**src/rtl/tt_pkg.sv**
```systemverilog
// Shared definitions for the truth table scanner.
// Contents:
//   tt_state_e        - scanner FSM states (IDLE, SCAN, STREAM, DONE)
//   N_IN_DEF          - default number of function inputs
//   SETTLE_DEF        - default settle cycles before f_out is sampled
//   TT_W_DEF          - default table size (2**N_IN_DEF)
//   CNT_W_DEF         - default minterm count width (N_IN_DEF+1)
//   tt_w() / cnt_w()  - the same two sizes for any N_IN
package tt_pkg;

  typedef enum logic [1:0] {
    IDLE   = 2'd0,
    SCAN   = 2'd1,
    STREAM = 2'd2,
    DONE   = 2'd3
  } tt_state_e;

  localparam int N_IN_DEF   = 4;
  localparam int SETTLE_DEF = 1;
  localparam int TT_W_DEF   = 2 ** N_IN_DEF;
  localparam int CNT_W_DEF  = N_IN_DEF + 1;

  function automatic int tt_w(input int n);
    return 1 << n;
  endfunction

  function automatic int cnt_w(input int n);
    return n + 1;
  endfunction

endpackage

```
**src/rtl/truth_table_scanner_if.sv**
```systemverilog
// Minterm index stream between the scanner and its consumer.
// Handshake: the master raises m_valid with m_index/m_last and holds all three
// unchanged until it sees m_ready high on a rising edge; a beat moves exactly
// on an edge where m_valid and m_ready are both high. m_last marks the final
// beat of a scan's stream. The consumer may drive m_ready at any time.
// Ports (signals):
//   m_valid  - index valid (master -> slave)
//   m_ready  - consumer accepts (slave -> master)
//   m_index  - minterm index, N_IN bits (master -> slave)
//   m_last   - final beat marker (master -> slave)
interface truth_table_scanner_if #(
  parameter int N_IN = 4
) ();
  logic            m_valid;
  logic            m_ready;
  logic [N_IN-1:0] m_index;
  logic            m_last;

  modport master (output m_valid, output m_index, output m_last, input m_ready);
  modport slave  (input m_valid, input m_index, input m_last, output m_ready);
endinterface

```
**src/rtl/tt_minterm_stream.sv**
```systemverilog
// Walks a captured truth table from index 0 upward and presents every set
// position as one handshake beat, in ascending order.
// Ports:
//   clk, rst  - clock, synchronous active-high reset
//   en        - high while the scanner is in STREAM; low clears the pointer
//   truth     - the truth table to walk
//   finished  - the beat carrying m_last transfers this cycle
//   m         - minterm stream (master side)
module tt_minterm_stream
  import tt_pkg::*;
#(
  parameter int N_IN = N_IN_DEF
) (
  input  logic                 clk,
  input  logic                 rst,
  input  logic                 en,
  input  logic [2**N_IN-1:0]   truth,
  output logic                 finished,
  truth_table_scanner_if.master m
);
  localparam int TT_W = tt_w(N_IN);

  // One bit wider than an index so ptr+1 past the top position does not wrap.
  logic [N_IN:0]   ptr;
  logic            hit;
  logic            last;
  logic [TT_W-1:0] above;

  always_comb begin
    hit   = truth[ptr[N_IN-1:0]];
    // Any set bit strictly above ptr means this is not the final beat.
    above = truth >> (ptr + 1'b1);
    last  = (above == '0);
  end

  assign m.m_valid = en & hit;
  assign m.m_index = en ? ptr[N_IN-1:0] : '0;
  assign m.m_last  = en & hit & last;
  assign finished  = en & hit & last & m.m_ready;

  // Skip clear positions one per cycle; on a set position hold until accepted.
  always_ff @(posedge clk) begin
    if (rst || !en) begin
      ptr <= '0;
    end else if (!hit || m.m_ready) begin
      ptr <= ptr + 1'b1;
    end
  end
endmodule

```
**src/rtl/truth_table_scanner.sv**
```systemverilog
// Drives every input combination into an external Boolean function, samples
// its output after a settle delay, rebuilds the truth table and minterm
// count, then streams the minterm indices in ascending order.
// Ports:
//   clk, rst   - clock, synchronous active-high reset
//   start      - begin a scan (sampled only in IDLE)
//   busy       - high in SCAN and STREAM
//   done       - one-cycle pulse when scan and stream are complete
//   f_in       - combination driven to the function under test (MSB = input a)
//   f_out      - function output
//   truth      - truth table, bit i = f(i)
//   count      - number of set bits in truth
//   dbg_state  - current FSM state
//   m          - minterm index stream (master side)
module truth_table_scanner
  import tt_pkg::*;
#(
  parameter int N_IN   = N_IN_DEF,
  parameter int SETTLE = SETTLE_DEF
) (
  input  logic                 clk,
  input  logic                 rst,
  input  logic                 start,
  output logic                 busy,
  output logic                 done,
  output logic [N_IN-1:0]      f_in,
  input  logic                 f_out,
  output logic [2**N_IN-1:0]   truth,
  output logic [N_IN:0]        count,
  output tt_state_e            dbg_state,
  truth_table_scanner_if.master m
);
  localparam int            TT_W       = tt_w(N_IN);
  localparam int            CNT_W      = cnt_w(N_IN);
  localparam logic [N_IN:0] LAST_IDX   = (N_IN + 1)'(TT_W - 1);
  localparam logic [3:0]    SETTLE_MAX = 4'(SETTLE);

  tt_state_e     state;
  logic [N_IN:0] idx;
  logic [3:0]    settle_cnt;
  logic          stream_en;
  logic          finished;

  assign stream_en = (state == STREAM);
  assign dbg_state = state;

  always_ff @(posedge clk) begin
    if (rst) begin
      state      <= IDLE;
      idx        <= '0;
      settle_cnt <= '0;
      f_in       <= '0;
      truth      <= '0;
      count      <= '0;
      busy       <= 1'b0;
      done       <= 1'b0;
    end else begin
      done <= 1'b0;
      case (state)
        IDLE: begin
          if (start) begin
            idx        <= '0;
            settle_cnt <= '0;
            f_in       <= '0;
            truth      <= '0;
            count      <= '0;
            busy       <= 1'b1;
            state      <= SCAN;
          end
        end
        SCAN: begin
          // f_in changes on the same edge idx advances, so at the sampling
          // edge it has been stable for SETTLE+1 edges.
          if (settle_cnt == SETTLE_MAX) begin
            truth[idx[N_IN-1:0]] <= f_out;
            count                <= count + CNT_W'(f_out);
            settle_cnt           <= '0;
            if (idx == LAST_IDX) begin
              // Empty table: nothing to stream, finish straight away.
              if (count == '0 && !f_out) begin
                busy  <= 1'b0;
                done  <= 1'b1;
                state <= DONE;
              end else begin
                state <= STREAM;
              end
            end else begin
              idx  <= idx + 1'b1;
              f_in <= idx[N_IN-1:0] + N_IN'(1);
            end
          end else begin
            settle_cnt <= settle_cnt + 4'd1;
          end
        end
        STREAM: begin
          if (finished) begin
            busy  <= 1'b0;
            done  <= 1'b1;
            state <= DONE;
          end
        end
        DONE: begin
          state <= IDLE;
        end
        default: state <= IDLE;
      endcase
    end
  end

  tt_minterm_stream #(.N_IN(N_IN)) u_stream (
    .clk      (clk),
    .rst      (rst),
    .en       (stream_en),
    .truth    (truth),
    .finished (finished),
    .m        (m)
  );
endmodule

```
**src/flat_wrapper.sv**
```systemverilog
// flat-port wrapper written by rule: the top's interface ports become plain ports
module truth_table_scanner_flat import tt_pkg::*;
#(
  parameter int N_IN   = N_IN_DEF,
  parameter int SETTLE = SETTLE_DEF
)
  (clk, rst, start, busy, done, f_in, f_out, truth, count, dbg_state, m_m_valid, m_m_index, m_m_last, m_m_ready);
  truth_table_scanner_if #(.N_IN(N_IN)) m_i ();
  input  logic clk;
  input  logic rst;
  input  logic start;
  output logic busy;
  output logic done;
  output logic [N_IN-1:0] f_in;
  input  logic f_out;
  output logic [2**N_IN-1:0] truth;
  output logic [N_IN:0] count;
  output tt_state_e dbg_state;
  output wire logic [$bits(m_i.m_valid)-1:0] m_m_valid;
  output wire logic [$bits(m_i.m_index)-1:0] m_m_index;
  output wire logic [$bits(m_i.m_last)-1:0] m_m_last;
  input wire logic [$bits(m_i.m_ready)-1:0] m_m_ready;
  assign m_m_valid = m_i.m_valid;
  assign m_m_index = m_i.m_index;
  assign m_m_last = m_i.m_last;
  assign m_i.m_ready = m_m_ready;
  truth_table_scanner #(.N_IN(N_IN), .SETTLE(SETTLE)) u_core (.clk(clk), .rst(rst), .start(start), .busy(busy), .done(done), .f_in(f_in), .f_out(f_out), .truth(truth), .count(count), .dbg_state(dbg_state), .m(m_i));
endmodule
```
**config.mk**
```make
export PLATFORM = sky130hd
export DESIGN_NAME = truth_table_scanner_flat
export DESIGN_NICKNAME = d
export VERILOG_FILES = /design/src/rtl/tt_pkg.sv /design/src/rtl/truth_table_scanner_if.sv /design/src/rtl/tt_minterm_stream.sv /design/src/rtl/truth_table_scanner.sv /design/src/flat_wrapper.sv
export SDC_FILE = /design/constraint.sdc
export NUM_CORES = 1
export LEC_CHECK = 0
export BUFFER_PORTS_ARGS = -buffer_cell sky130_fd_sc_hd__buf_4
export CORE_UTILIZATION = 57
export DETAILED_ROUTE_END_ITERATION = 7
export PLACE_DENSITY = 0.8
export RECOVER_POWER = 25
export SYNTH_ARGS = -nofsm -noshare
export SYNTH_HDL_FRONTEND = slang
export SYNTH_HIERARCHICAL = 1
export SYNTH_SLANG_ARGS = --single-unit
```
**constraint.sdc**
```tcl
create_clock -name clk -period 2.85 [get_ports clk]
set_clock_uncertainty 0.1 [all_clocks]
set_input_delay 0.285 -clock clk [delete_from_list [all_inputs] [get_ports clk]]
set_output_delay 0.285 -clock clk [all_outputs]
set_load 0.01 [all_outputs]
```
# --- Yosys cells after proc, flatten, opt, wreduce, memory -nomap -nowiden ---
# Index checks and enable logic that the tools add are counted.
classes:
  addsub: 5
  order_cmp: 3
  n_eq_ne: 11
  shifts: 1
  muxes: 38
  bitwise: 3
  reduce_logical: 17
ops:
  columns: ["cell", "n"]
  rows:
  - ["$mux 16", 2]
  - ["$pmux 16 s2", 1]
  - ["$mux 4", 5]
  - ["$mux 5", 4]
  - ["$pmux 5 s2", 2]
  - ["$bwmux 16", 1]
  - ["$logic_not 16->1", 1]
  - ["$pmux 4 s2", 2]
  - ["$shr 16x5->16", 1]
  - ["$mux 1", 12]
  - ["$add 5x1->5 const B", 2]
  - ["$lt 4x5->1 const B", 2]
  - ["$add 4x1->4 const B", 2]
  - ["$mux 2", 4]
  - ["$ne 2x1->1 const B", 4]
  - ["$pmux 2 s4", 1]
  - ["$reduce_and 4->1", 2]
  - ["$reduce_and 6->1", 1]
  - ["$add 5x1->5", 1]
  - ["$eq 5x4->1 const B", 1]
  - ["$logic_not 5->1", 1]
  - ["$bmux 1 s4", 1]
  - ["$demux 1 s4", 1]
  - ["$eq 2x2->1 const B", 2]
  - ["other kinds (15)", 22]
totals:
  reg_bits: 43
  output_inout_bits: 35

# --- Longest topological paths before layout ---
# Gate-level depths: netlist of run 1.
depth:
  ltp_word: 7
  depth_mapped: 11
  ltp_nobuf: 10

# --- Modules after synthesis ---
# The synthesis of run 1 kept the hierarchy.
modules_own_cells:
  columns: ["mod", "instances", "cells_per_inst", "area_per_inst_um2", "seq_area_each_um2"]
  rows:
  - ["truth_table_scanner", 1, 220, 1889.3, 680.7]
  - ["tt_minterm_stream", 1, 99, 726.9, 100.1]

# --- Worst setup path before layout of run 1 ---
# Ideal clock, no wire load.
synth_path:
  kind: "reg-to-reg"
  from: "reg u_core.u_stream.ptr[1]"
  to: "reg u_core.state[0], in the netlist u_core/dbg_state[0]"
  setup_time_ps: 95
  t_arrival_ps: 2445
  required_time_ps: 2655
  path_slack_ps: 209
  path_stages_with_launch: 11
  path_buffers: 1
  synth_period_minus_slack_ps: 2641
  cell_sequence: "dfxtp_1 buf_6 mux2i_1 mux4_2 nand2b_4 a21bo_1 nor4_2 inv_1 a221oi_2 o21ai_0 a221oi_1"
synth_via:
  elab_chain_cells: 7
  word_cells_on_any_way: 10
synth_lines:
  columns: ["element", "line", "source"]
  rows:
  - ["start, declared", "tt_minterm_stream.sv:24", "logic [N_IN:0] ptr;"]
  - ["start signal, assigned", "tt_minterm_stream.sv:46", "ptr <= ptr + 1'b1;"]
  - ["$add 5x1->5 or $bmux 1 s4 (tied branches)", "tt_minterm_stream.sv:32, tt_minterm_stream.sv:30", null]
  - ["$shr 16x5->16 or $mux 1 (tied branches)", "tt_minterm_stream.sv:32, tt_minterm_stream.sv:30", null]
  - ["$logic_not 16->1 or $and 1x1->1 (tied branches)", "tt_minterm_stream.sv:33, tt_minterm_stream.sv:39", null]
  - ["$and 1x1->1 (*) (2 in series)", "tt_minterm_stream.sv:39", "assign finished = en & hit & last & m.m_ready;"]
  - ["named net u_core.finished", "truth_table_scanner.sv:42", "logic finished;"]
  - ["$ne 2x1->1 (no source line) (*)", null, null]
  - ["$reduce_and 4->1 (no source line) (*)", null, null]
  - ["end signal, assigned", "truth_table_scanner.sv:49", "state <= IDLE;"]
  - ["end signal, assigned", "truth_table_scanner.sv:68", "state <= SCAN;"]
  - ["end signal, assigned", "truth_table_scanner.sv:83", "state <= DONE;"]
  - ["end, declared", "truth_table_scanner.sv:38", "tt_state_e state;"]
# The timed path passes the listed nets; every way through them passes the cells marked *. The select of a mux whose other input is x is not followed.
# A chain may end at the register's enable or synchronous reset.

# --- Final worst setup path of run 1 ---
layout_path:
  from: "reg u_core.u_stream.ptr[0]"
  to: "reg u_core.state[0], in the netlist u_core/dbg_state[0]"
# The elaborated chain is that of the path after synthesis.

==> results of run 1 <==
[sequential cells by signal (all words and copies together), names as in the netlist]
register / cells
u_core/truth: 16
u_core/count: 5
u_core/u_stream/ptr: 5
u_core/settle_cnt: 4
u_core/f_in: 3
u_core/dbg_state: 2
u_core/idx: 2
u_core/busy: 1
u_core/done: 1
[final cells by class]
class	instances	area, um2	share of cell area [%]
tap	52	65.1	2.09
multi-input combinational	234	1680	54.0
timing repair buffer	57	389	12.5
clock buffer	6	72.6	2.33
clock inverter	1	30.0	0.966
inverter	24	90.1	2.90
sequential	39	783	25.2
[metrics by stage]
step / area (um2) / util, % / setup slack, ps
floorplan: 2620 / - / 209
finish: 3110 / 70.9 / 87.7
global placement: 2980 / 67.9 / 84.3
global route: 3110 / 70.9 / -57.3
CTS: 3080 / 70.2 / 37.6
detailed placement: 2980 / 67.9 / 40.1
[cell families (layout without fill, tap and decap cells)]
logic type | count (synthesis) | in the layout | synth area share [%]
XOR/XNOR | 9 | 9 | 3.01
adder cells (fa/ha/maj) | 13 | 13 | 6.22
flip-flops | 39 | 39 | 29.8
buffers and inverters | 46 | 88 | 7.99
multiplexers | 18 | 18 | 7.65
AO/OA/AOI/OAI | 88 | 88 | 22.9
AND/OR/NAND/NOR | 106 | 106 | 22.4
[how the worst max path moves through the flow]
stage                                   startpoint                          endpoint  cells past startpoint
2_1_floorplan  u_core/u_stream/ptr[1]$_SDFFE_PP0P_  u_core/dbg_state[0]$_SDFFE_PP0P_                     10
4_1_cts        u_core/u_stream/ptr[1]$_SDFFE_PP0P_  u_core/dbg_state[0]$_SDFFE_PP0P_                     10
3_5_place_dp   u_core/u_stream/ptr[1]$_SDFFE_PP0P_  u_core/dbg_state[0]$_SDFFE_PP0P_                     10
6_report       u_core/u_stream/ptr[0]$_SDFFE_PP0P_  u_core/dbg_state[0]$_SDFFE_PP0P_                     10
3_3_place_gp   u_core/u_stream/ptr[1]$_SDFFE_PP0P_  u_core/dbg_state[0]$_SDFFE_PP0P_                     10
5_1_grt        u_core/u_stream/ptr[0]$_SDFFE_PP0P_  u_core/dbg_state[0]$_SDFFE_PP0P_                     10
[layout by cell type, fill, tap and decap left out, drive strengths merged, types with 2 or more instances in the layout]
cell type and count:
o21ai 17, buf 38, a211oi 4, xnor2 6
xor2 3, mux2i 14, nor2b 8, nor4 3
o32ai 10, a21oi 32, a31oi 7, nand3 13
a221oi 2, or3 3, nand2b 8, nand4bb 2
inv 24, mux2 3, dfxtp 39, o211ai 4
nor2 20, nand2 28, and2 4, nand4 6
a22oi 3, nor3 6, a2111oi 2, ha 13
or4 2, clkbuf 25, o41ai 2
[worst min-delay path, stage by stage]
cell      delay (ps)
buf_4            110
a21oi_1           60
o211ai_1          80
nand2_1           50
[Yosys cell counts (4+ instances only)]
| library cell | instances |
|---|---|
| o21ai_0 | 10 |
| o211ai_1 | 4 |
| clkbuf_1 | 10 |
| ha_1 | 13 |
| nor2_1 | 20 |
| buf_2 | 5 |
| a31oi_1 | 7 |
| inv_1 | 23 |
| nor2b_1 | 8 |
| o21ai_1 | 7 |
| xnor2_1 | 6 |
| nand2_1 | 28 |
| nand2b_1 | 7 |
| nor3_1 | 5 |
| buf_4 | 6 |
| nand3_1 | 13 |
| a21oi_1 | 31 |
| mux2i_1 | 14 |
| o32ai_1 | 9 |
| a211oi_1 | 4 |
| nand4_1 | 5 |
| dfxtp_1 | 39 |
[per-layer routing]
layer	up-vias	share of wire (%)	GRT usage, %
li1	1228	-	-
met1	1188	45	35.6
met2	100	47	42.2
met3	16	5.7	4.65
met4	0	1.9	8.67
met5	-	0	0
[power by group through the flow]
| stage | registers [uW] | logic [uW] | clock network (uW) |
|---|---|---|---|
| final | 628 | 813 | 442 |
| after global routing | 634 | 887 | 477 |
| after CTS | 623 | 779 | 448 |
| after detailed placement | 635 | 770 | 0 |
| after global placement | 632 | 760 | 0 |
| after floorplan | 637 | 609 | 0 |
[what timing repair did]
action / in CTS / in global routing
resized for setup: 0 / 15
endpoints found under the setup margin: 0 / 3
setup buffers: 0 / 1
==> run metrics, run 1 <==
Cell Int Power=1160 uW; Clock Sinks=39; Fill cells=365; reg2reg end=u_core/dbg_state[0]$_SDFFE_PP0P_; number of vias per cell=6.13; CTS tree=done; final WL=6.55 mm; Logic pwr share=43.2%; ratio of cells with drive above 1 in the final layout=19.7%; Switching Fraction=38.6%; Initial Util=59.7%; Die Wd=69.8 um; Yosys reg bits=39; final non-filler cell total=413; CP Capture Type=flop; # setup viols final=0; Hold Path Class=input port to flop; area share of the largest cell type after synthesis=29.8%; sequential share of power=33.3%; CTS H-tree lvls=2; total power=1880 uW; critical path class=flop to flop; critical-path cell list=ha_2, buf_4, nand4bb_1, a2111oi_2, a211oi_1, nor4_4, inv_1, a221oi_4, o21ai_1, a221oi_1; vias in the first global route=2190; Worst-Skew Late Latency=290 ps; critical path startpoint category=flop; Inst Count DP=404; final hold violations=0; grt total ovfl=0; relative slew slack=59.4%; post-route minimum period=2760 ps; Fin Hold WS=238 ps; Cells after Synth=319; largest net degree at the start of global routing=38; peak supply drop=0.000504 V; nets=379; Cell variety after synth=55; clock root buffer=clkbuf_8; Longest Clk Path Bufs=2; worst hold start=start; DIE HEIGHT=69.8 um; IO Port Bufs=39; Worst path slowest cell=a2111oi_2; Worst Reg-to-Reg Cells=10; Worst-Margin Slew=608 ps; Hold EP=u_core/count[3]$_SDFFE_PP0P_; worst reg2reg startpoint=u_core/u_stream/ptr[0]$_SDFFE_PP0P_; Primary FF master, synth=dfxtp_1; Num CTS Buffers=5; DRT Pass-1 Iters=5; Mapped Avg Cell Area=8.20 um2; hold buffers post-CTS=0; Highest Clock Rate=0.362 GHz; antenna fix cells=0; core area=4380 um2; max-cap viol count=0; GRT Util Overall=26.2%; r2r setup slk=90 ps; Net Sw Power=727 uW; drt initial violations=147; setup_tns=0 ps; Yosys top cell by area=dfxtp_1; max incr delay on CP=410 ps; initial antenna violation count=0; Ports=40; mapped cell area=2620 um2; Buf/Inv on CP=2; clock power share=23.5%; crit-path leading delay family=compound AO/OA/AOI/OAI gates; clock transition at the registers of the reported paths=70 ps; DP Wirelength=4.58 mm; DRC=0; status=complete, no violations; critical path peak fanout=7; Leak=0.00114 uW; first-pass GRT wire length=10.3 mm; Max Slew Vio Count=0; Mapped Nets=337; pwr dens=606 nW/um2; Synth area leaders=dfxtp_1 (30%), ha_1 (6.2%), a21oi_1 (5.9%); yosys warns=6; hold path cells=4; Post-synth EDFFs=0; routed vias=2532; area grow syn2layout=18.8%; WP data arrival=2860 ps; CP Data Required Time=2950 ps; sequential fraction of the synthesis area=29.8%; Post-DRT Antenna Nets=0; drt wl/cell=15.9 um; Site Rows=24; Async S/R FF share, synth=0%; GPL Wtd Cong=0.882; Tcrit/Tclk final=96.9%; die area=4870 um2
Note: power is estimated with default switching activity, not from simulation.
==> run 2: changes to the inputs <==
--- a/config.mk
+++ b/config.mk
@@ -8,7 +8,7 @@
 export BUFFER_PORTS_ARGS = -buffer_cell sky130_fd_sc_hd__buf_4
 export CORE_UTILIZATION = 57
 export DETAILED_ROUTE_END_ITERATION = 7
-export PLACE_DENSITY = 0.8
+export PLACE_DENSITY_LB_ADDON = 0.2
 export RECOVER_POWER = 25
 export SYNTH_ARGS = -nofsm -noshare
 export SYNTH_HDL_FRONTEND = slang
==> run 2 against run 1 <==
Effect of this change:
- the run now ends with setup timing left
- largest cell class unchanged
- critical path depth unchanged
- first-iteration DRC count is 78% higher
- flip-flop and latch count is the same
==> run metrics, run 2 (synthesis results as in run 1) <==
routed vias=2599; Max Slew Vio Count=0; Fill cells=367; antenna fix cells=0; number of vias per cell=6.23; Hold Path Class=input port to flop; met1 usage=36.4%; drt wl/cell=16.7 um; Site Rows=24; # setup viols final=2; vias in the first global route=2466; grt total ovfl=0; final WL=6.95 mm; Initial Util=59.7%; largest net degree at the start of global routing=38; relative slew slack=57.6%; most frequent cells in the layout=buf_4 (41), dfxtp_1 (38), a21oi_1 (29), nand2_1 (28), inv_1 (23); area grow syn2layout=18.5%; IO Port Bufs=39; max-cap viol count=0; worst reg2reg startpoint=u_core/u_stream/ptr[1]$_SDFFE_PP0P_; final setup margin=-60.8 ps; final hold violations=0; Tcrit/Tclk final=102%; placed instance area=3000 um2; Buf/Inv on CP=2; Crit path depth=10; clock root buffer=clkbuf_8; first-pass GRT wire length=11.2 mm; Die Wd=69.8 um; Clock Sinks=39; met3 usage=4.22%; initial antenna violation count=0; unrepaired setup endpoints after global routing=true; violated checks=setup timing; crit-path leading delay family=compound AO/OA/AOI/OAI gates; critical-path cell list=buf_12, mux2i_1, mux4_2, nand2b_4, a21bo_4, nor4_4, inv_1, a221oi_2, o21ai_0, a221oi_1; critical path class=flop to flop; CP Data Required Time=2950 ps; ratio of cells with drive above 1 in the final layout=21.1%; Num CTS Buffers=5; M2 GR Usage=48.7%; core area=4380 um2; post-route cell area=3100 um2; Longest Clk Path Bufs=2; peak supply drop=0.000434 V; post-route minimum period=2910 ps; pwr dens=601 nW/um2; top flop regs=u_core/truth (16), u_core/count (5), u_core/u_stream/ptr (5); critical path peak fanout=6; DRC=0; reg2reg end=u_core/dbg_state[0]$_SDFFE_PP0P_; DIE HEIGHT=69.8 um; Highest Clock Rate=0.344 GHz; Leak=0.00114 uW; critical path startpoint category=flop; Worst path slowest cell=mux4_2; DP Wirelength=4.91 mm; end of the critical path=u_core/dbg_state[0]$_SDFFE_PP0P_; Worst-Skew Late Latency=290 ps; Largest Register=u_core/truth; Ports=40; DRT Pass-1 Iters=5; r2r setup slk=-60 ps; WP data arrival=3010 ps; Worst Reg-to-Reg Cells=10; status=finished, violations left; GRT Util Overall=28.8%; nets=382; Worst-Margin Slew=635 ps; CP Capture Type=flop; GPL Wtd Cong=0.859; grt peak-use layer=met2; CTS tree=done; setup_tns=-99.8 ps; Post-DRT Antenna Nets=0; Fin Hold WS=223 ps; die area=4870 um2; drt initial violations=262; most common cell after layout, fill and taps aside=buf_4; max incr delay on CP=510 ps; Setup crit start=u_core/u_stream/ptr[1]$_SDFFE_PP0P_; max reg flops=16; clock transition at the registers of the reported paths=80 ps; CTS H-tree lvls=2
## run 2: changes by cell type in the layout (fill, tap and decap cells not counted), sizes merged
cell,change
buf,+5
clkbuf,-3
clkinvlp,+2
bufinv,-1
clkinv,+1
## run 2: metrics by stage
step	worst slack [ps]	power (uW)	std cells	util, %
CTS	18.6	1830	415	70.7
floorplan	209	1250	319	-
detailed placement	-18.8	1420	405	68.3
finish	-60.8	1860	417	70.7
global route	-120	1960	417	70.7
global placement	106	1400	405	68.3
## run 2: cell type report
class	instances	area, um2	area share (%)
clock buffer	5	68.8	2.22
clock inverter	3	20.0	0.646
inverter	24	90.1	2.91
multi-input combinational	234	1670	53.9
sequential	39	782	25.2
tap	52	65.1	2.10
timing repair buffer	60	403	13.0
## run 2: worst min-delay path by stage
| stage | from | endpoint | slack, ps | cells past startpoint |
|---|---|---|---|---|
| 6_report | start | u_core/count[3]$_SDFFE_PP0P_ | 220 | 4 |
| 3_3_place_gp | u_core/count[0]$_SDFFE_PP0P_ | u_core/count[0]$_SDFFE_PP0P_ | 390 | 2 |
| 4_1_cts | start | u_core/count[3]$_SDFFE_PP0P_ | 220 | 4 |
| 2_1_floorplan | u_core/idx[4]$_SDFFE_PP0P_ | u_core/idx[4]$_SDFFE_PP0P_ | 380 | 2 |
| 5_1_grt | m_m_ready | u_core/u_stream/ptr[1]$_SDFFE_PP0P_ | 250 | 3 |
| 3_5_place_dp | u_core/count[0]$_SDFFE_PP0P_ | u_core/count[0]$_SDFFE_PP0P_ | 390 | 2 |
## run 2: layer usage
| layer | part of all wire [%] | vias to the layer above |
|---|---|---|
| met5 | 0 | - |
| met4 | 1.8 | 0 |
| met3 | 6.4 | 10 |
| met2 | 49 | 101 |
| met1 | 43 | 1259 |
| li1 | - | 1229 |
## run 2: worst register-to-register path, delay by kind of cell (launching register included)
| family | cells | cell delay (ps) |
|---|---|---|
| mux | 2 | 620 |
| buf+inv | 2 | 240 |
| compound gates | 4 | 1070 |
| simple gates | 2 | 450 |
| flops | 1 | 350 |
## run 2: power by group
part | switching (uW) | total [uW] | internal (uW) | leakage, uW
clock network | 201 | 372 | 170 | 0.0000402
logic | 539 | 870 | 332 | 0.000782
registers | 38.3 | 622 | 584 | 0.000316
total | 778 | 1860 | 1090 | 0.00114
## run 2: what timing repair did
item	in CTS	in global routing
endpoints found under the setup margin	1	3
buffers inserted	2	2
resized for setup	0	11
hold buffers	0	0
pin swaps	1	3
==> run 3: changes to the inputs <==
--- a/config.mk
+++ b/config.mk
@@ -6,7 +6,8 @@
 export NUM_CORES = 1
 export LEC_CHECK = 0
 export BUFFER_PORTS_ARGS = -buffer_cell sky130_fd_sc_hd__buf_4
-export CORE_UTILIZATION = 57
+export CAP_MARGIN = 30
+export CORE_UTILIZATION = 61
 export DETAILED_ROUTE_END_ITERATION = 7
 export PLACE_DENSITY_LB_ADDON = 0.2
 export RECOVER_POWER = 25
==> constraint.sdc (replaced) <==
create_clock -name clk -period 3.5 [get_ports clk]
set_clock_uncertainty 0.1 [all_clocks]
set_input_delay 0.35 -clock clk [delete_from_list [all_inputs] [get_ports clk]]
set_output_delay 0.35 -clock clk [all_outputs]
set_load 0.01 [all_outputs]
==> run 3 against run 2 <==
Effect of this change:
- count of clock-buffer cells in the layout up 2
- critical path depth increased by 1
- total power is 23% lower
- the run now ends clean
- die area decreased by 6.4%
- worst hold slack improved by 76 ps
- flip-flop and latch count unchanged
- non-clock buffer count down 17
- cell count is 4.6% lower
- wire length down 14%
- worst setup slack gained 530 ps
- sequential power shrank 18%
==> run metrics, run 3 (synthesis results as in run 1) <==
status=complete, no violations; DIE HEIGHT=67.5 um; ratio of cells with drive above 1 in the final layout=14.1%; initial antenna violation count=0; IO Port Bufs=39; unrepaired setup endpoints after global routing=false; Ports=40; antenna fix cells=0; clock root buffer=clkbuf_8; critical path class=flop to flop; clock transition at the registers of the reported paths=80 ps; Longest Clk Path Bufs=2; Post-DRT Antenna Nets=0; max-cap viol count=0; critical path peak fanout=12; drt wl/cell=15.1 um; most common cell after layout, fill and taps aside=dfxtp_1; Gates resized, CTS repair=0; DP Worst Slack=539 ps; final hold violations=0; Largest Register=u_core/truth; die area=4550 um2; Die Wd=67.5 um; Highest Clock Rate=0.330 GHz; # setup viols final=0; most frequent cells in the layout=dfxtp_1 (39), a21oi_1 (31), nand2_1 (28), buf_4 (25), inv_1 (23); first-pass GRT wire length=9.58 mm; CP Data Required Time=3600 ps; WP data arrival=3130 ps; post-route cell area=2900 um2; Tcrit/Tclk final=86.6%; Worst-Margin Slew=565 ps; core area=4060 um2; Clock Sinks=39; CTS tree=done; GPL Wtd Cong=0.893; number of vias per cell=6.17; Site Rows=23; Num CTS Buffers=5; Worst-Skew Late Latency=290 ps; max reg flops=16; area grow syn2layout=10.7%; largest net degree at the start of global routing=38; vias in the first global route=2084; Initial Util=64.5%; CP Capture Type=flop; final WL=6.01 mm; top flop regs=u_core/truth (16), u_core/count (5), u_core/u_stream/ptr (5); GRT Util Overall=27.8%; final setup margin=469 ps; DP Wirelength=4.34 mm; Fin Hold WS=300 ps; pwr dens=495 nW/um2; nets=365; DRC=0; Hold Path Class=input port to flop; post-layout util=71.4%; relative slew slack=62.3%; hold buffers post-CTS=0; post-route minimum period=3030 ps; setup bufs post-CTS=0; grt total ovfl=0; peak supply drop=0.000283 V; CTS H-tree lvls=2; setup_tns=0 ps; placed instance area=2880 um2; Max Slew Vio Count=0; routed vias=2456; critical path startpoint category=flop; drt initial violations=237; Leak=0.00104 uW; DRT Pass-1 Iters=4
run 3: path summary, 6_finish.rpt:
check	from	end	slack [ps]	cells after the start
setup / recovery	u_core/u_stream/ptr[1]$_SDFFE_PP0P_	u_core/dbg_state[0]$_SDFFE_PP0P_	470	11
hold reg to reg	u_core/count[0]$_SDFFE_PP0P_	u_core/count[0]$_SDFFE_PP0P_	400	2
hold / removal	m_m_ready	u_core/u_stream/ptr[0]$_SDFFE_PP0P_	300	3
setup reg to reg	u_core/u_stream/ptr[1]$_SDFFE_PP0P_	u_core/dbg_state[0]$_SDFFE_PP0P_	470	11
run 3: through the flow:
stage          cells  power (uW)
2_1_floorplan    319        1010
3_3_place_gp     390        1130
3_5_place_dp     390        1150
4_1_cts          398        1440
5_1_grt          398        1520
6_report         398        1430
run 3: layer usage:
layer | track usage [%] | share of wire (%) | up-vias
li1 | - | - | 1206
met3 | 5.07 | 6.7 | 6
met1 | 37.3 | 46 | 1155
met4 | 9.04 | 1.2 | 0
met2 | 44.6 | 46 | 89
met5 | 0 | 0 | -
run 3: where the power goes:
| group | switching (uW) | internal (uW) | total [uW] |
|---|---|---|---|
| Combinational | 405 | 228 | 632 |
| Sequential | 32.4 | 476 | 508 |
| Clock | 152 | 140 | 292 |
| Total | 590 | 843 | 1430 |
run 3: critical path: stages (launching register included):
cell and delay [ps]:
dfxtp_1 300, buf_4 180, ha_1 410, a21oi_1 170
o211ai_1 130, a2111oi_0 400, a211oi_1 140, nor4_2 220
inv_1 110, a221oi_2 360, o21ai_0 170, a221oi_1 250
run 3: area by class of cell:
class,instances,area [um2]
fillers,348,1160
repair buffers,43,255
inverters,24,90.1
clock inverters,1,5.00
clock buffers,7,76.3
multi-input cells,234,1630
flip-flops and latches,39,781
well taps,50,62.6
